==> config.mk <==
export PLATFORM = sky130hd
export DESIGN_NAME = fetch_stage
export DESIGN_NICKNAME = d
export VERILOG_FILES = /design/src/rtl/fetch_stage.sv
export SDC_FILE = /design/constraint.sdc
export NUM_CORES = 1
export LEC_CHECK = 0
export CORE_ASPECT_RATIO = 1.5
export CORE_MARGIN = 1
export CORE_UTILIZATION = 56
export DETAILED_ROUTE_END_ITERATION = 8
export PLACE_DENSITY = 0.85
export SLEW_MARGIN = 20
export SYNTH_ARGS = -nofsm -noshare
export SYNTH_HDL_FRONTEND = slang
export SYNTH_SLANG_ARGS = --single-unit
==> constraint.sdc <==
create_clock -name clk -period 7.3 [get_ports clk]
set_input_delay 1.46 -clock clk [delete_from_list [all_inputs] [get_ports clk]]
set_output_delay 1.46 -clock clk [all_outputs]
set_load 0.05 [all_outputs]
==> src/rtl/fetch_stage.sv <==
// fetch_stage: instruction fetch with one-outstanding imem handshake and IF/ID register.
// Optional FETCH_PERF_CNT_EN adds FetchStallCnt, counting cycles the fetch FSM waits.
module fetch_stage #(
    parameter int               XLEN     = 32,
    parameter logic [XLEN-1:0]  RESET_PC = '0,
    parameter logic [31:0]      NOP      = 32'h0000_0013
) (
    input  logic            clk,
    input  logic            rst,
    input  logic            StallD,
    input  logic            FlushD,
    input  logic            PCSrcE,
    input  logic [XLEN-1:0] PCTargetE,
    output logic            ImemReq,
    output logic [XLEN-1:0] ImemAddr,
    input  logic            ImemReady,
    input  logic            ImemRvalid,
    input  logic [31:0]     ImemRdata,
    output logic [31:0]     InstrD,
    output logic [XLEN-1:0] PCD,
    output logic [XLEN-1:0] PCPlus4D,
    output logic            ValidD
`ifdef FETCH_PERF_CNT_EN
    , output logic [31:0]   FetchStallCnt
`endif
);
    typedef enum logic [1:0] {IDLE, REQ, WAIT, HOLD} state_t;
    localparam logic [XLEN-1:0] FOUR = XLEN'(4);
    state_t state_q, state_d;
    logic [XLEN-1:0] pc_q, pc_d, req_pc_q, req_pc_d, buf_pc_q, buf_pc_d, pcd_q, pcd_d, pc4_q, pc4_d;
    logic [XLEN-1:0] dpc;
    logic [31:0] buf_q, buf_d, instr_q, instr_d, dword;
    logic drop_q, drop_d, valid_q, valid_d, deliver;
    always_comb begin
        state_d  = state_q;
        pc_d     = pc_q;
        req_pc_d = req_pc_q;
        buf_d    = buf_q;
        buf_pc_d = buf_pc_q;
        drop_d   = drop_q;
        instr_d  = instr_q;
        pcd_d    = pcd_q;
        pc4_d    = pc4_q;
        valid_d  = valid_q;
        deliver  = 1'b0;
        dword    = buf_q;
        dpc      = buf_pc_q;
        case (state_q)
            IDLE: state_d = REQ;
            REQ: if (ImemReady) begin
                req_pc_d = pc_q;
                pc_d     = pc_q + FOUR;
                state_d  = WAIT;
                drop_d   = PCSrcE;
            end
            WAIT: if (ImemRvalid) begin
                state_d = REQ;
                drop_d  = 1'b0;
                // Stale, redirected or flushed responses are consumed without reaching IF/ID
                if (!drop_q && !PCSrcE && !FlushD) begin
                    if (StallD) begin
                        buf_d    = ImemRdata;
                        buf_pc_d = req_pc_q;
                        state_d  = HOLD;
                    end else begin
                        deliver = 1'b1;
                        dword   = ImemRdata;
                        dpc     = req_pc_q;
                    end
                end
            end else if (PCSrcE) drop_d = 1'b1;
            HOLD: if (PCSrcE) state_d = REQ;
                else if (!StallD) begin
                    state_d = REQ;
                    deliver = !FlushD;
                end
            default: state_d = IDLE;
        endcase
        if (PCSrcE || FlushD) begin
            valid_d = 1'b0;
            instr_d = NOP;
        end else if (deliver) begin
            valid_d = 1'b1;
            instr_d = dword;
            pcd_d   = dpc;
            pc4_d   = dpc + FOUR;
        end else if (!StallD) begin
            valid_d = 1'b0;
            instr_d = NOP;
        end
        if (PCSrcE) pc_d = PCTargetE & ~XLEN'(3);
    end
    always_ff @(posedge clk or negedge rst) begin
        if (!rst) begin
            state_q  <= IDLE;
            pc_q     <= RESET_PC;
            req_pc_q <= '0;
            buf_q    <= '0;
            buf_pc_q <= '0;
            drop_q   <= 1'b0;
            instr_q  <= NOP;
            pcd_q    <= '0;
            pc4_q    <= '0;
            valid_q  <= 1'b0;
        end else begin
            state_q  <= state_d;
            pc_q     <= pc_d;
            req_pc_q <= req_pc_d;
            buf_q    <= buf_d;
            buf_pc_q <= buf_pc_d;
            drop_q   <= drop_d;
            instr_q  <= instr_d;
            pcd_q    <= pcd_d;
            pc4_q    <= pc4_d;
            valid_q  <= valid_d;
        end
    end
    assign ImemReq  = state_q == REQ;
    assign ImemAddr = pc_q;
    assign InstrD   = instr_q;
    assign PCD      = pcd_q;
    assign PCPlus4D = pc4_q;
    assign ValidD   = valid_q;
`ifdef FETCH_PERF_CNT_EN
    logic [31:0] cnt_q, cnt_d;
    logic stall_cyc;
    always_comb begin
        stall_cyc = (state_q == REQ && !ImemReady) || (state_q == WAIT && !ImemRvalid) || state_q == HOLD;
        cnt_d = cnt_q + 32'(stall_cyc);
    end
    always_ff @(posedge clk or negedge rst) begin
        if (!rst) cnt_q <= '0;
        else cnt_q <= cnt_d;
    end
    assign FetchStallCnt = cnt_q;
`endif
endmodule

* After elaboration in Yosys (flattened, before gate mapping)
Index checks and enable logic that the tools add are counted.
Word-level totals: input bits 71, logic and storage cells 71, register bits after elaboration 228
Cells by class: $add $sub $neg 2, equal/unequal tests 8, bitwise logic cells 1, reductions and logical operators 16, mux-type cells 34
Operators by type and width (count):
- 2-to-1 mux 32 bit | 14
- adder 32 x 3 -> 32 bit, second input constant | 2
- 2-to-1 mux 2 bit | 6
- 2-to-1 mux 1 bit | 11
- case mux 2 bit (4 select lines) | 1
- != test 3 bit, second input constant | 2
- AND reduction 2 bit | 3
- AND reduction 3 bit | 2
- nonzero test 2 bit | 3
- == test 2 bit, second input constant | 2
- case mux 1 bit (2 select lines) | 2
- AND reduction 4 bit | 1
- logical NOT 1 bit | 3
- != test 3 x 1 -> 1 bit, second input constant | 1
- == test 2 x 1 -> 1 bit, second input constant | 1
- logical AND 1 bit | 2
- logical NOT 2 bit | 1
- != test 2 x 1 -> 1 bit, second input constant | 1
- != test 2 bit, second input constant | 1
- logical OR 1 bit | 1
- inverter 1 bit | 1

* Longest topological paths before layout
Gate-level depths: netlist of run 1.
depth in word-level cells 8, depth in mapped cells 16, mapped depth without buffers 13

* Least setup slack after synthesis of run 1
OpenSTA, ideal clock, no wires.
path kind in2reg, from input port StallD, to register pc4_q[28] (netlist: PCPlus4D[28]), setup slack 2879 ps, arrival 4286 ps, library setup time 135 ps, cell stages on the path 14, required time 7165 ps, path through or3_1 -> buf_2 -> nor2_2 -> clkbuf_1 -> clkbuf_1 -> nand2_1 -> nand2_1 -> ha_1 -> nand3_1 -> nor4_1 -> a22oi_1 -> nor3_1 -> xor2_1 -> o21ai_0
Between the ends: longest elaborated chain between the ends 5, elaborated cells between the ends (all ways) 12, those cells by class add/sub (1); mux (10); reduce/logical (1)
Ends and longest elaborated chain:
- start, declared | RTL line 10 | input logic StallD,
- 2-to-1 mux 32 bit | RTL line 61 | if (StallD) begin
- 2-to-1 mux 32 bit | RTL line 60 | if (!drop_q && !PCSrcE && !FlushD) begin
- 2-to-1 mux 32 bit | RTL line 56 | WAIT: if (ImemRvalid) begin
- 2-to-1 mux 32 bit | RTL line 48 | case (state_q)
- via dpc[3] | RTL line 31 | logic [XLEN-1:0] dpc;
- adder 32 x 3 -> 32 bit | RTL line 86 | pc4_d = dpc + FOUR;
- end signal, assigned | RTL line 114 | pc4_q <= pc4_d;
- end, declared | RTL line 30 | logic [XLEN-1:0] pc_q, pc_d, req_pc_q, req_pc_d, buf_pc_q, buf_pc_d, pcd_q, pcd_d, pc4_q, pc4_d;
The timed path passes the listed nets, and every way through them passes these cells. A chain may end at the register's enable or synchronous reset.

* Final worst setup path of run 1
from input port ImemRvalid, to register pc4_q[28] (netlist: PCPlus4D[28])
Between the ends: longest elaborated chain between the ends 3, elaborated cells between the ends (all ways) 6, those cells by class add/sub (1); mux (4); reduce/logical (1)
Ends and longest elaborated chain:
- start, declared | RTL line 17 | input logic ImemRvalid,
- 2-to-1 mux 32 bit | RTL line 56
- 2-to-1 mux 32 bit | RTL line 48
- via dpc[3] | RTL line 31
- adder 32 x 3 -> 32 bit | RTL line 86
The timed path passes the listed nets, and every way through them passes these cells.

==> impl_metrics.yaml, run 1 <==
synthesis:
  syn_area_um2: 10300
  syn_area_per_cell_um2: 9.67
  async_reset_ff_frac: 1.00
  synth-seq-area-share: 0.530
  ys_warn_count: 0
  synth_top_flop_cell: "dfrtp_1"
  synthCells: 1064
  synth.distinct_cells: 53
  synth_edf_count: 0
  synth-seq-cells: 218
drt:
  drc_errors: 0
  drt_first_pass_iters: 6
  routedWlPerCell_um: 18.1
  wl_um: 26500
  dr_total_vias: 8650
  antenna_left: 0
  drtIter0Drc: 707
  viasPerCell: 5.91
sta:
  tns_ns: 0
  fmax_ghz: 0.202
  slew_headroom: 0.351
  rsz0062_at_grt: "no"
  fin_crit_sh: 0.680
  hold_violations: 0
  finalSetupViolCount: 0
  fin_worst_skew_ns: 0.0177
  tightest_slew_ns: 0.973
  maxSlewViolCount: 0
  post-route-min-period_ns: 4.96
clock_tree:
  cts_hold_buffers: 0
  clk_path_buf_depth: 3
  cts_max_level: 1
  clock-sinks: 218
  cts_tree: "built"
  post-cts-setup-buffers: 0
  cts.clk_slew.worst_paths_ns: 0.06
  cts_root_buffer: "clkbuf_16"
  cts_made_buffers: 21
  clk_latency_ns: 0.50
  ctsResizeCount: 0
pwr:
  leakagePower_nw: 5.85
  power.density_nw_per_um2: 357
  vdd_drop_max_mv: 0.237
global_route:
  grt-ovfl-total: 0
  grt_util_met1: 0.375
  grt_pass1_wl_um: 43900
  grt_max_degree: 82
  met3_usage: 0.0500
  busiest_layer: "met2"
  antenna_found_initial: 0
  grt_usage: 0.288
  grt_pass1_vias: 8586
  met2_usage: 0.475
place:
  io_buffers: 192
  gp_congestion: 0.906
  hpwl_um: 17900
  placed_cell_area_um2: 12300
die:
  fp-row-count: 60
  core-area_um2: 17900
  chipHeight_um: 168
  ioPinCount: 201
  fp.dieW_um: 113
  initial_utilization: 0.574
  die-area_um2: 18900
worst_hold_path:
  hp-class: "reg2reg"
  hold_depth: 2
final_layout:
  num-fill-cells: 1235
  drive_gt1_frac: 0.0979
  num_antenna_cells: 0
  postLayoutCellArea_um2: 13000
  area_growth_pct: 26.7
  fin_nets: 1309
critical_path:
  ff2ff_path_depth: 13
  crit_required_ns: 7.66
  crit_path_max_fanout: 32
  cp-start-kind: "input port"
  worstPathArrival_ns: 5.33
  crit_path_end_kind: "flip-flop"
  crit_type: "in2reg"
job:
  drv_cap: 0
run_status:
  status: "complete, no violations"
[layout by cell type (no fill, tap or decap), types with 3 or more instances in the layout]
cell and instances:
a211oi_1 4, a21oi_1 25, a22oi_1 33, a31oi_1 24
and2_1 4, and3_1 17, buf_4 13, clkbuf_1 5
clkbuf_16 21, clkbuf_8 6, clkdlybuf4s50_1 190, conb_1 6
dfrtp_1 215, dfstp_2 3, ha_1 6, inv_1 12
mux2_2 64, mux2i_1 12, nand2_1 267, nand2b_1 5
nand3_1 34, nand4_1 30, nor2_1 64, nor3_1 9
nor4_1 8, o211ai_1 5, o21ai_0 55, o21bai_1 5
o31ai_1 3, xnor2_1 25, xor2_1 37
[logic make-up (layout without fill, tap and decap cells)]
| family | Yosys count | count (layout) | share of synthesized area |
|---|---|---|---|
| AOI/OAI and AO/OA | 172 | 172 | 0.104 |
| xor gates and xnor gates | 62 | 62 | 0.0528 |
| adders and majority gates | 6 | 6 | 0.00729 |
| buffers and inverters | 77 | 254 | 0.0314 |
| DFF | 218 | 218 | 0.530 |
| muxes | 77 | 77 | 0.0828 |
| other | 1 | 6 | 0.000364 |
| and+or+nand+nor | 451 | 451 | 0.191 |
[worst max-delay path: stages]
cell and delay, ns:
clkdlybuf4s50_1 0.45, and3b_1 0.38, nand2_2 0.52, nand2_1 0.16, nand2_1 0.10, ha_1 0.47, nand3_1 0.17, nor4_1 0.73
a22oi_1 0.36, nor3_1 0.27, xor2_1 0.15, o21ai_0 0.09
[worst paths after layout]
path	start	to	slack (ns)
setup / recovery	ImemRvalid	PCPlus4D[28]	2.34
hold / removal	buf_q[17]	InstrD[17]	0.47
setup reg to reg	state_q[0]	PCPlus4D[28]	3.00
hold reg to reg	buf_q[17]	InstrD[17]	0.47
max in group asynchronous	rst	req_pc_q[17]	4.82
min in group asynchronous	rst	ImemAddr[20]	1.00
[area by class of cell]
type	count	area, µm²	share of cell area
clock buffer	31	613	0.0470
timing repair buffer	205	2020	0.155
multi-input combinational	774	4550	0.349
tap	217	272	0.0208
clock inverter	6	86.3	0.00662
inverter	12	45.0	0.00345
sequential	218	5460	0.419
[registers in the layout (all words and copies together) (netlist names)]
| name | flops |
|---|---|
| ImemAddr | 30 |
| InstrD | 32 |
| PCD | 30 |
| PCPlus4D | 30 |
| ValidD | 1 |
| buf_pc_q | 30 |
| buf_q | 32 |
| drop_q | 1 |
| req_pc_q | 30 |
| state_q | 2 |
[routing by layer]
layer / wire length [µm] / vias to the layer above
li1: - / 4000
met1: 10400 / 4167
met2: 12900 / 409
met3: 2080 / 74
met4: 1060 / 0
met5: 0 / -
[where the power goes]
group          leakage [nW]  switching (mW)  internal [mW]  total (mW)
Clock                 0.341           0.457          0.653        1.11
Sequential             2.84           0.388           1.56        1.95
Combinational          2.67           0.997          0.602        1.60
Total                  5.85            1.84           2.82        4.66
[Yosys cell counts (17+ instances only)]
library cell	count	area, µm²
and3_1	17	106
a21oi_1	25	125
mux2_2	64	721
nand3_1	34	170
o21ai_0	55	275
a22oi_1	33	248
nand4_1	30	188
dfrtp_1	215	5380
xor2_1	37	324
nand2_1	268	1010
clkbuf_1	44	165
a31oi_1	24	150
nor2_1	66	248
xnor2_1	25	219
[per-stage QoR]
step                      total power [mW]  hold slack [ns]  utilization  setup slack [ns]  cells
final                                 4.66            0.466        0.727              2.34   1463
after CTS                             4.66            0.470        0.727              2.42   1463
after global placement                3.50            0.443        0.688              2.02   1426
after detailed placement              3.55            0.454        0.688              1.94   1426
after global routing                  4.87            0.486        0.727              1.89   1463
after floorplan                       2.94            0.435            -              2.88   1069
Power figures use the tool's default switching activity.
==> run 2, diff against run 1 <==
CORE_UTILIZATION = 52   (was 56)
PLACE_DENSITY = 0.8   (was 0.85)
clock period = 4.7 ns   (was 7.3 ns; I/O delays follow)
==> impl_metrics.yaml, run 2 (synthesized netlist as in run 1, its figures left out) <==
pwr:
  leakagePower_nw: 5.87
  switching_share: 0.400
  pwr-share-seq: 0.423
  pwr-share-clk: 0.231
  finalPower_mw: 7.16
  switchingPower_mw: 2.87
  power.density_nw_per_um2: 546
  vdd_drop_max_mv: 0.396
  p_int_mw: 4.29
  comb_power_share: 0.347
clock_tree:
  clk_latency_ns: 0.50
  clk_path_buf_depth: 3
  cts_hold_buffers: 0
  cts_root_buffer: "clkbuf_16"
  cts.clk_slew.worst_paths_ns: 0.06
  clock-sinks: 218
  cts_max_level: 1
  cts_made_buffers: 21
  post-cts-setup-buffers: 0
  cts_tree: "built"
  ctsResizeCount: 0
place:
  hpwl_um: 18400
  place_ws_ns: 0.442
  io_buffers: 192
  gp_congestion: 0.885
  placed_cell_area_um2: 12400
  dp.cells: 1472
final_layout:
  utilization: 0.682
  final_cell_mix: "nand2_1, dfrtp_1, clkdlybuf4s50_1"
  fin_nets: 1316
  final_common_cell: "nand2_1"
  fin_cells: 1511
  drive_gt1_frac: 0.105
  area_growth_pct: 27.4
  postLayoutCellArea_um2: 13100
critical_path:
  critPathMaxStageDelay_ns: 0.59
  crit_path_max_fanout: 8
  crit_required_ns: 5.11
  critical_path_buf_inv_count: 1
  path_common_cell: "nand2_1"
  crit_type: "in2reg"
  cp-start-kind: "input port"
  cp_top_family: "simple AND/OR/NAND/NOR gates"
  cp_cell_sequence: "clkdlybuf4s50_1 -> or3_1 -> nor2_4 -> nand2_1 -> nand2_1 -> ha_1 -> nand3_1 -> nor4_1 -> a22oi_1 -> o21bai_1 -> xnor2_1 -> o21ai_0"
  crit_slowest_cell: "or3_1"
  worstPathArrival_ns: 4.24
  crit_path_end_kind: "flip-flop"
die:
  fp.dieW_um: 117
  chipHeight_um: 174
  die-area_um2: 20400
  fp-row-count: 62
  core-area_um2: 19200
  ioPinCount: 201
  initial_utilization: 0.535
sta:
  maxSlewViolCount: 0
  rsz0062_at_grt: "no"
  slew_headroom: 0.318
  fin_worst_skew_ns: 0.0120
  whs_ns: 0.464
  worst_slack_ns: 0.865
  post-route-min-period_ns: 3.83
  fmax_ghz: 0.261
  fin_crit_sh: 0.816
  tns_ns: 0
  tightest_slew_ns: 1.02
  hold_violations: 0
  finalSetupViolCount: 0
drt:
  dr_total_vias: 8480
  drtIter0Drc: 703
  wl_um: 26700
  drt_first_pass_iters: 5
  viasPerCell: 5.61
  antenna_left: 0
  drc_errors: 0
  routedWlPerCell_um: 17.7
global_route:
  grt_pass1_wl_um: 44000
  grt_usage: 0.274
  antenna_found_initial: 0
  grt_pass1_vias: 8656
  grt_max_degree: 124
  grt-ovfl-total: 0
job:
  drv_cap: 0
run_status:
  status: "complete, no violations"
worst_hold_path:
  hp-class: "reg2reg"
run 2: cell types whose count changed in the layout (fill, tap and decap cells not counted), moves of 2 or more:
cell / before / now
buf_4: 13 / 20
clkbuf_1: 5 / 3
clkbuf_8: 6 / 4
clkinvlp_4: 1 / 3
clkinv_2: 2 / 5
run 2: final cells by class:
cell class	count	area, µm²
clock buffer	27	578
fill	1532	6120
sequential	218	5460
multi-input combinational	774	4550
inverter	12	45.0
clock inverter	11	95.1
antenna	1	2.50
timing repair buffer	212	2070
tap	256	320
run 2: power groups by stage:
stage	clock (mW)	combinational (mW)	sequential, mW
floorplan	0	0.886	3.69
global placement	0	2.44	3.01
detailed placement	0	2.49	3.04
CTS	1.68	2.50	3.01
global route	1.75	2.67	3.10
finish	1.65	2.48	3.03
run 2: layer usage:
layer	vias to the layer above	part of all wire	GRT usage	wire length (µm)
met5	-	0	0	0
met4	0	0.034	0.108	916
met3	56	0.065	0.0554	1730
met2	324	0.49	0.446	13100
met1	4095	0.41	0.357	10900
li1	4005	-	-	-
run 2: final timing paths:
| check | from | end | slack (ns) | depth (start not counted) |
|---|---|---|---|---|
| max in group asynchronous | rst | ImemAddr[7] | 3.03 | 2 |
| worst max register to register | state_q[0] | PCPlus4D[26] | 1.27 | 13 |
| worst max-delay path | StallD | PCPlus4D[26] | 0.87 | 12 |
| worst min-delay path | buf_q[21] | InstrD[21] | 0.46 | 2 |
| worst min register to register | buf_q[21] | InstrD[21] | 0.46 | 2 |
| min in group asynchronous | rst | ImemAddr[25] | 0.55 | 1 |
run 2: tightest hold or removal path, stage by stage (launching register included):
cell,delay (ns)
dfrtp_1,0.34
nand2_1,0.05
nand2_1,0.05
